===== src/rtl/bin2qdi_1ofn_fifo_if.sv =====
// Binary-side push bus and 1-of-N rail bus of the binary-to-QDI source.
// The master drives words and the circuit enable; the slave is the source itself.
interface bin2qdi_1ofn_fifo_if #(
  parameter int unsigned N      = 4,
  parameter int unsigned DIGITS = 2
);
  localparam int unsigned L = $clog2(N);

  logic [DIGITS*L-1:0] din;
  logic                din_valid;
  logic                din_ready;
  logic [DIGITS*N-1:0] R;
  logic                Re;

  modport master (output din, din_valid, Re, input din_ready, R);
  modport slave  (input din, din_valid, Re, output din_ready, R);
endinterface


===== src/rtl/bin2qdi_1ofn_fifo.sv =====
// Clocked binary-to-QDI source: buffers binary words in a small FIFO and launches
// each as a multi-digit 1-of-N return-to-zero token, paced by a synchronised Re.
module bin2qdi_1ofn_fifo #(
  parameter int unsigned N           = 4,
  parameter int unsigned DIGITS      = 2,
  parameter int unsigned DEPTH       = 4,
  parameter int unsigned SYNC_STAGES = 2
) (
  input  logic                   CLK,
  input  logic                   RESETn,
  bin2qdi_1ofn_fifo_if.slave     bus,
  output logic [$clog2(DEPTH):0] fifo_level,
  output logic [15:0]            tok_count
);
  localparam int unsigned L  = $clog2(N);
  localparam int unsigned W  = DIGITS * L;
  localparam int unsigned PW = $clog2(DEPTH);
  localparam int unsigned CW = PW + 1;

  typedef enum logic {S_NULL, S_DATA} state_t;

  state_t              state, state_nxt;
  logic [SYNC_STAGES-1:0] sync;
  logic                re_s;

  logic [W-1:0]        mem [DEPTH];
  logic [PW-1:0]       wr_ptr, rd_ptr;
  logic [CW-1:0]       count;
  logic                full, empty, push, pop, clr;
  logic [W-1:0]        head;
  logic [DIGITS*N-1:0] enc, r_q;

  // Re synchroniser; all handshake decisions use re_s only
  always_ff @(posedge CLK or negedge RESETn) begin
    if (!RESETn) sync <= '0;
    else         sync <= {sync[SYNC_STAGES-2:0], bus.Re};
  end
  assign re_s = sync[SYNC_STAGES-1];

  assign full          = (count == CW'(DEPTH));
  assign empty         = (count == '0);
  assign bus.din_ready = ~full;
  assign push          = bus.din_valid & ~full;
  assign fifo_level    = count;
  assign head          = mem[rd_ptr];

  always_ff @(posedge CLK) begin
    if (push) mem[wr_ptr] <= bus.din;
  end

  always_ff @(posedge CLK or negedge RESETn) begin
    if (!RESETn) begin
      wr_ptr <= '0;
      rd_ptr <= '0;
      count  <= '0;
    end else begin
      if (push) wr_ptr <= wr_ptr + 1'b1;
      if (pop)  rd_ptr <= rd_ptr + 1'b1;
      case ({push, pop})
        2'b10:   count <= count + 1'b1;
        2'b01:   count <= count - 1'b1;
        default: count <= count;
      endcase
    end
  end

  // One rail per digit, selected by the digit's unsigned value
  always_comb begin
    enc = '0;
    for (int unsigned i = 0; i < DIGITS; i++) begin
      for (int unsigned v = 0; v < N; v++) begin
        enc[i*N + v] = (head[i*L +: L] == L'(v));
      end
    end
  end

  always_ff @(posedge CLK or negedge RESETn) begin
    if (!RESETn) state <= S_NULL;
    else         state <= state_nxt;
  end

  always_comb begin
    state_nxt = state;
    case (state)
      S_NULL:  if (re_s && !empty) state_nxt = S_DATA;
      S_DATA:  if (!re_s)          state_nxt = S_NULL;
      default: state_nxt = S_NULL;
    endcase
  end

  always_comb begin
    pop = 1'b0;
    clr = 1'b0;
    case (state)
      S_NULL:  pop = re_s & ~empty;
      S_DATA:  clr = ~re_s;
      default: clr = 1'b1;
    endcase
  end

  // Rails are registered so every rail of a token rises and falls on one edge
  always_ff @(posedge CLK or negedge RESETn) begin
    if (!RESETn) begin
      r_q       <= '0;
      tok_count <= '0;
    end else if (pop) begin
      r_q       <= enc;
      tok_count <= tok_count + 16'd1;
    end else if (clr) begin
      r_q       <= '0;
    end
  end

  assign bus.R = r_q;
endmodule


===== src/flat_wrapper.sv =====
// flat-port wrapper written by rule: the top's interface ports become plain ports
module bin2qdi_1ofn_fifo_flat 
#(
  parameter int unsigned N           = 4,
  parameter int unsigned DIGITS      = 2,
  parameter int unsigned DEPTH       = 4,
  parameter int unsigned SYNC_STAGES = 2
)
  (CLK, RESETn, fifo_level, tok_count, bus_din, bus_din_valid, bus_Re, bus_din_ready, bus_R);
  bin2qdi_1ofn_fifo_if #(.N(N), .DIGITS(DIGITS)) bus_i ();
  input  logic CLK;
  input  logic RESETn;
  output logic [$clog2(DEPTH):0] fifo_level;
  output logic [15:0] tok_count;
  input wire logic [$bits(bus_i.din)-1:0] bus_din;
  input wire logic [$bits(bus_i.din_valid)-1:0] bus_din_valid;
  input wire logic [$bits(bus_i.Re)-1:0] bus_Re;
  output wire logic [$bits(bus_i.din_ready)-1:0] bus_din_ready;
  output wire logic [$bits(bus_i.R)-1:0] bus_R;
  assign bus_i.din = bus_din;
  assign bus_i.din_valid = bus_din_valid;
  assign bus_i.Re = bus_Re;
  assign bus_din_ready = bus_i.din_ready;
  assign bus_R = bus_i.R;
  bin2qdi_1ofn_fifo #(.N(N), .DIGITS(DIGITS), .DEPTH(DEPTH), .SYNC_STAGES(SYNC_STAGES)) u_core (.CLK(CLK), .RESETn(RESETn), .bus(bus_i), .fifo_level(fifo_level), .tok_count(tok_count));
endmodule

===== config.mk =====
export PLATFORM = sky130hd
export DESIGN_NAME = bin2qdi_1ofn_fifo_flat
export DESIGN_NICKNAME = d
export VERILOG_FILES = /design/src/rtl/bin2qdi_1ofn_fifo_if.sv /design/src/rtl/bin2qdi_1ofn_fifo.sv /design/src/flat_wrapper.sv
export SDC_FILE = /design/constraint.sdc
export NUM_CORES = 1
export LEC_CHECK = 0
export CAP_MARGIN = 0
export CELL_PAD_IN_SITES_DETAIL_PLACEMENT = 2
export CELL_PAD_IN_SITES_GLOBAL_PLACEMENT = 2
export CORE_MARGIN = 2
export CORE_UTILIZATION = 36
export DETAILED_ROUTE_END_ITERATION = 8
export PLACE_DENSITY = 0.76
export RECOVER_POWER = 50
export SLEW_MARGIN = 20
export SYNTH_ARGS = -nofsm -noshare
export SYNTH_HDL_FRONTEND = slang
export SYNTH_SLANG_ARGS = --single-unit

===== constraint.sdc =====
create_clock -name CLK -period 2.68 [get_ports CLK]
set_input_delay 0.804 -clock CLK [delete_from_list [all_inputs] [get_ports CLK]]
set_output_delay 0.804 -clock CLK [all_outputs]
set_load 0.005 [all_outputs]

==> impl_metrics.toml <==
[cts]
cts_tree = "yes"
cts_sinks = 50
clkLatencyLatePin_ns = 0.30
htree_levels = 2
cts-buffers-inserted = 5
clockBufferDepth = 2
cts-root-buf = "clkbuf_8"
cts_resized = 0
cts_setup_buffers = 0
clk_pin_slew_ns = 0.09
hold_buffers = 0

[layout]
syn_to_final_growth_pct = 22.74
n_antenna_cell = 0
n_fill_cell = 566
finalInstanceArea_um2 = 2648
nNetsFinal = 212
drive_above_1_share_pct = 9.091

[timing]
setup_viol = 0
setup_ws_ns = 0.2794
post-route-period-util_pct = 89.57
tightest_slew_ns = 0.8410
timing.hold.ws_ns = 0.3643
rsz0062_at_grt = "false"
skew_ns = 0.007267
fmax_mhz = 416.6
period_needed_ns = 2.401
hold_viol_final = 0
drv_slew = 0
slew_headroom_pct = 43.93

[routing]
drtIter0Drc = 61
avgRoutedWirePerCell_um = 16.65
vias_per_cell = 5.037
ant_nets = 0
route.detailed.drc = 0
vias = 1375
drt_wl_total_um = 4546
firstDrtPassIters = 4

[floorplan]
io_pins = 36
rows = 28
die_w_um = 81.41
initial_core_util_pct = 36.87
coreArea_um2 = 5851
die_y_um = 81.41
die-area_um2 = 6627

[worst_setup_path]
path_max_fanout = 5
slowest_delay_ns = 0.47
reg2regPathDepth = 9
crit_slowest_cell = "clkdlybuf4s50_1"
reg2reg_to = "u_core.fifo_level[2]$_DFFE_PN0P_"
worstSetupStartpoint = "bus_din_valid"
rr_startpoint = "u_core.fifo_level[2]$_DFFE_PN0P_"
crit_chain = "clkdlybuf4s50_1 > and2_0 > inv_1 > ha_1 > inv_1 > fa_1 > xor2_1 > nor2_1 > xor2_1"
arrival_ns = 2.63
end_kind = "register"
worstSetupPathType = "in -> reg"
crit_family = "buffers and inverters"
start_kind = "primary input"
critPathCapture = "u_core.fifo_level[2]$_DFFE_PN0P_"
critPathBufInv = 3
worst-r2r-setup-slack_ns = 0.38
cp.required_ns = 2.90
crit_cells = 9

[global_route]
grt_max_degree = 35
grt_usage_pct = 15.60
grt_overflow = 0
grt_pass1_wl_um = 7686
antenna_found_initial = 0
grt_pass1_vias = 1521

[power_and_ir_drop]
leakagePower_uw = 0.001089
vdd_drop_max_mv = 0.4002
power.density_nw_per_um2 = 928.2

[synth]
synthTopCellsByCount = "dfrtp_1, xnor2_1, edfxtp_1"
synth_seq_cells = 50
yosysWarnings = 0
ys.flop_type = "dfrtp_1"
synthArstFlopShare_pct = 68.00
syn-cell-area_um2 = 2157
syn_nets = 173
yosysMostFrequentCell = "dfrtp_1"
avgSynthCellArea_um2 = 13.65
synthTopCellsByArea = "dfrtp_1, edfxtp_1, xnor2_1"
synth-seq-area-share_pct = 61.72
synth_top_area_share_pct = 39.44
synth_top_cell_by_area = "dfrtp_1"
synthCells = 158
synth_edf_count = 16
yosys.cell_types.count = 30

[hold_path]
min_path_type = "reg -> reg"

[placed_design]
gp_congestion = 0.7327
numPortBuffers = 35
dpl_cell_area_um2 = 2575
hpwl_um = 3418
pre_cts_ws_ns = -0.01667

[run_status]
status = "finished clean"

[flow_run]
drv_cap = 0
[worst min path at each step]
stage,from,cells after the start,to
floorplan,u_core.sync[0]$_DFF_PN0_,0,u_core.sync[1]$_DFF_PN0_
global placement,u_core.sync[0]$_DFF_PN0_,0,u_core.sync[1]$_DFF_PN0_
detailed placement,u_core.sync[0]$_DFF_PN0_,0,u_core.sync[1]$_DFF_PN0_
CTS,u_core.sync[0]$_DFF_PN0_,0,u_core.sync[1]$_DFF_PN0_
global route,u_core.sync[0]$_DFF_PN0_,0,u_core.sync[1]$_DFF_PN0_
finish,u_core.sync[0]$_DFF_PN0_,0,u_core.sync[1]$_DFF_PN0_
[kinds of logic after synthesis]
logic type	Yosys count	share of synthesized area [%]
muxes	6	5.163
AOI/OAI and AO/OA	3	1.508
buffers and inverters	12	3.075
DFF	50	61.72
adders and majority gates	7	4.408
and+or+nand+nor	59	15.60
xor gates and xnor gates	21	8.526
[power breakdown]
part	internal, uW	switching, uW	leakage [uW]	total (uW)
sequential	998	193	0.000586	1190
clock	179	239	0.0000416	418
combinational	470	377	0.000461	848
total	1650	810	0.00109	2460
[metal layers]
layer | track usage, % | part of all wire [%]
met5 | 0 | 0
met1 | 19.99 | 44
met2 | 26.56 | 51
met4 | 4.068 | 1.1
met3 | 3.667 | 3.4
[registers in the layout, summed over array words and instances (netlist names)]
signal / flops
u_core.fifo_level: 3
u_core.bus.R: 8
u_core.sync: 2
u_core.state: 1
u_core.mem: 16
u_core.tok_count: 16
u_core.rd_ptr: 2
u_core.wr_ptr: 2
[per-stage QoR]
stage / TNS (ns) / util (%) / cells / total power [uW]
after floorplan: 0 / - / 158 / 1663
after global placement: 0 / 44.01 / 265 / 1995
after detailed placement: -0.01667 / 44.01 / 265 / 2087
after CTS: 0 / 45.47 / 273 / 2520
after global routing: 0 / 45.25 / 273 / 2637
final: 0 / 45.25 / 273 / 2457
[final cells by class]
| type | instances | area [um2] | share of cell area [%] |
|---|---|---|---|
| clock inverter | 3 | 16.27 | 0.6144 |
| tap | 75 | 93.84 | 3.544 |
| inverter | 8 | 32.53 | 1.229 |
| timing repair buffer | 36 | 355.3 | 13.42 |
| sequential | 50 | 1331 | 50.28 |
| multi-input combinational | 96 | 749.5 | 28.31 |
| clock buffer | 5 | 68.82 | 2.599 |
[placed cells by master, fill, tap and decap left out, types with 4 or more instances in the layout]
cell type,netlist,layout
nor2_1,4,4
edfxtp_1,16,16
xnor2_1,17,17
mux4_2,4,4
nand3_1,12,12
dlygate4sd3_1,0,6
xor2_1,4,4
dfrtp_1,34,34
inv_1,7,7
clkbuf_8,0,5
nand3b_1,4,4
nor3_1,4,4
nand2_1,14,14
and3_1,6,6
nand4_1,7,7
ha_1,6,6
clkdlybuf4s50_1,0,29
Note: power is estimated with default switching activity, not from simulation.
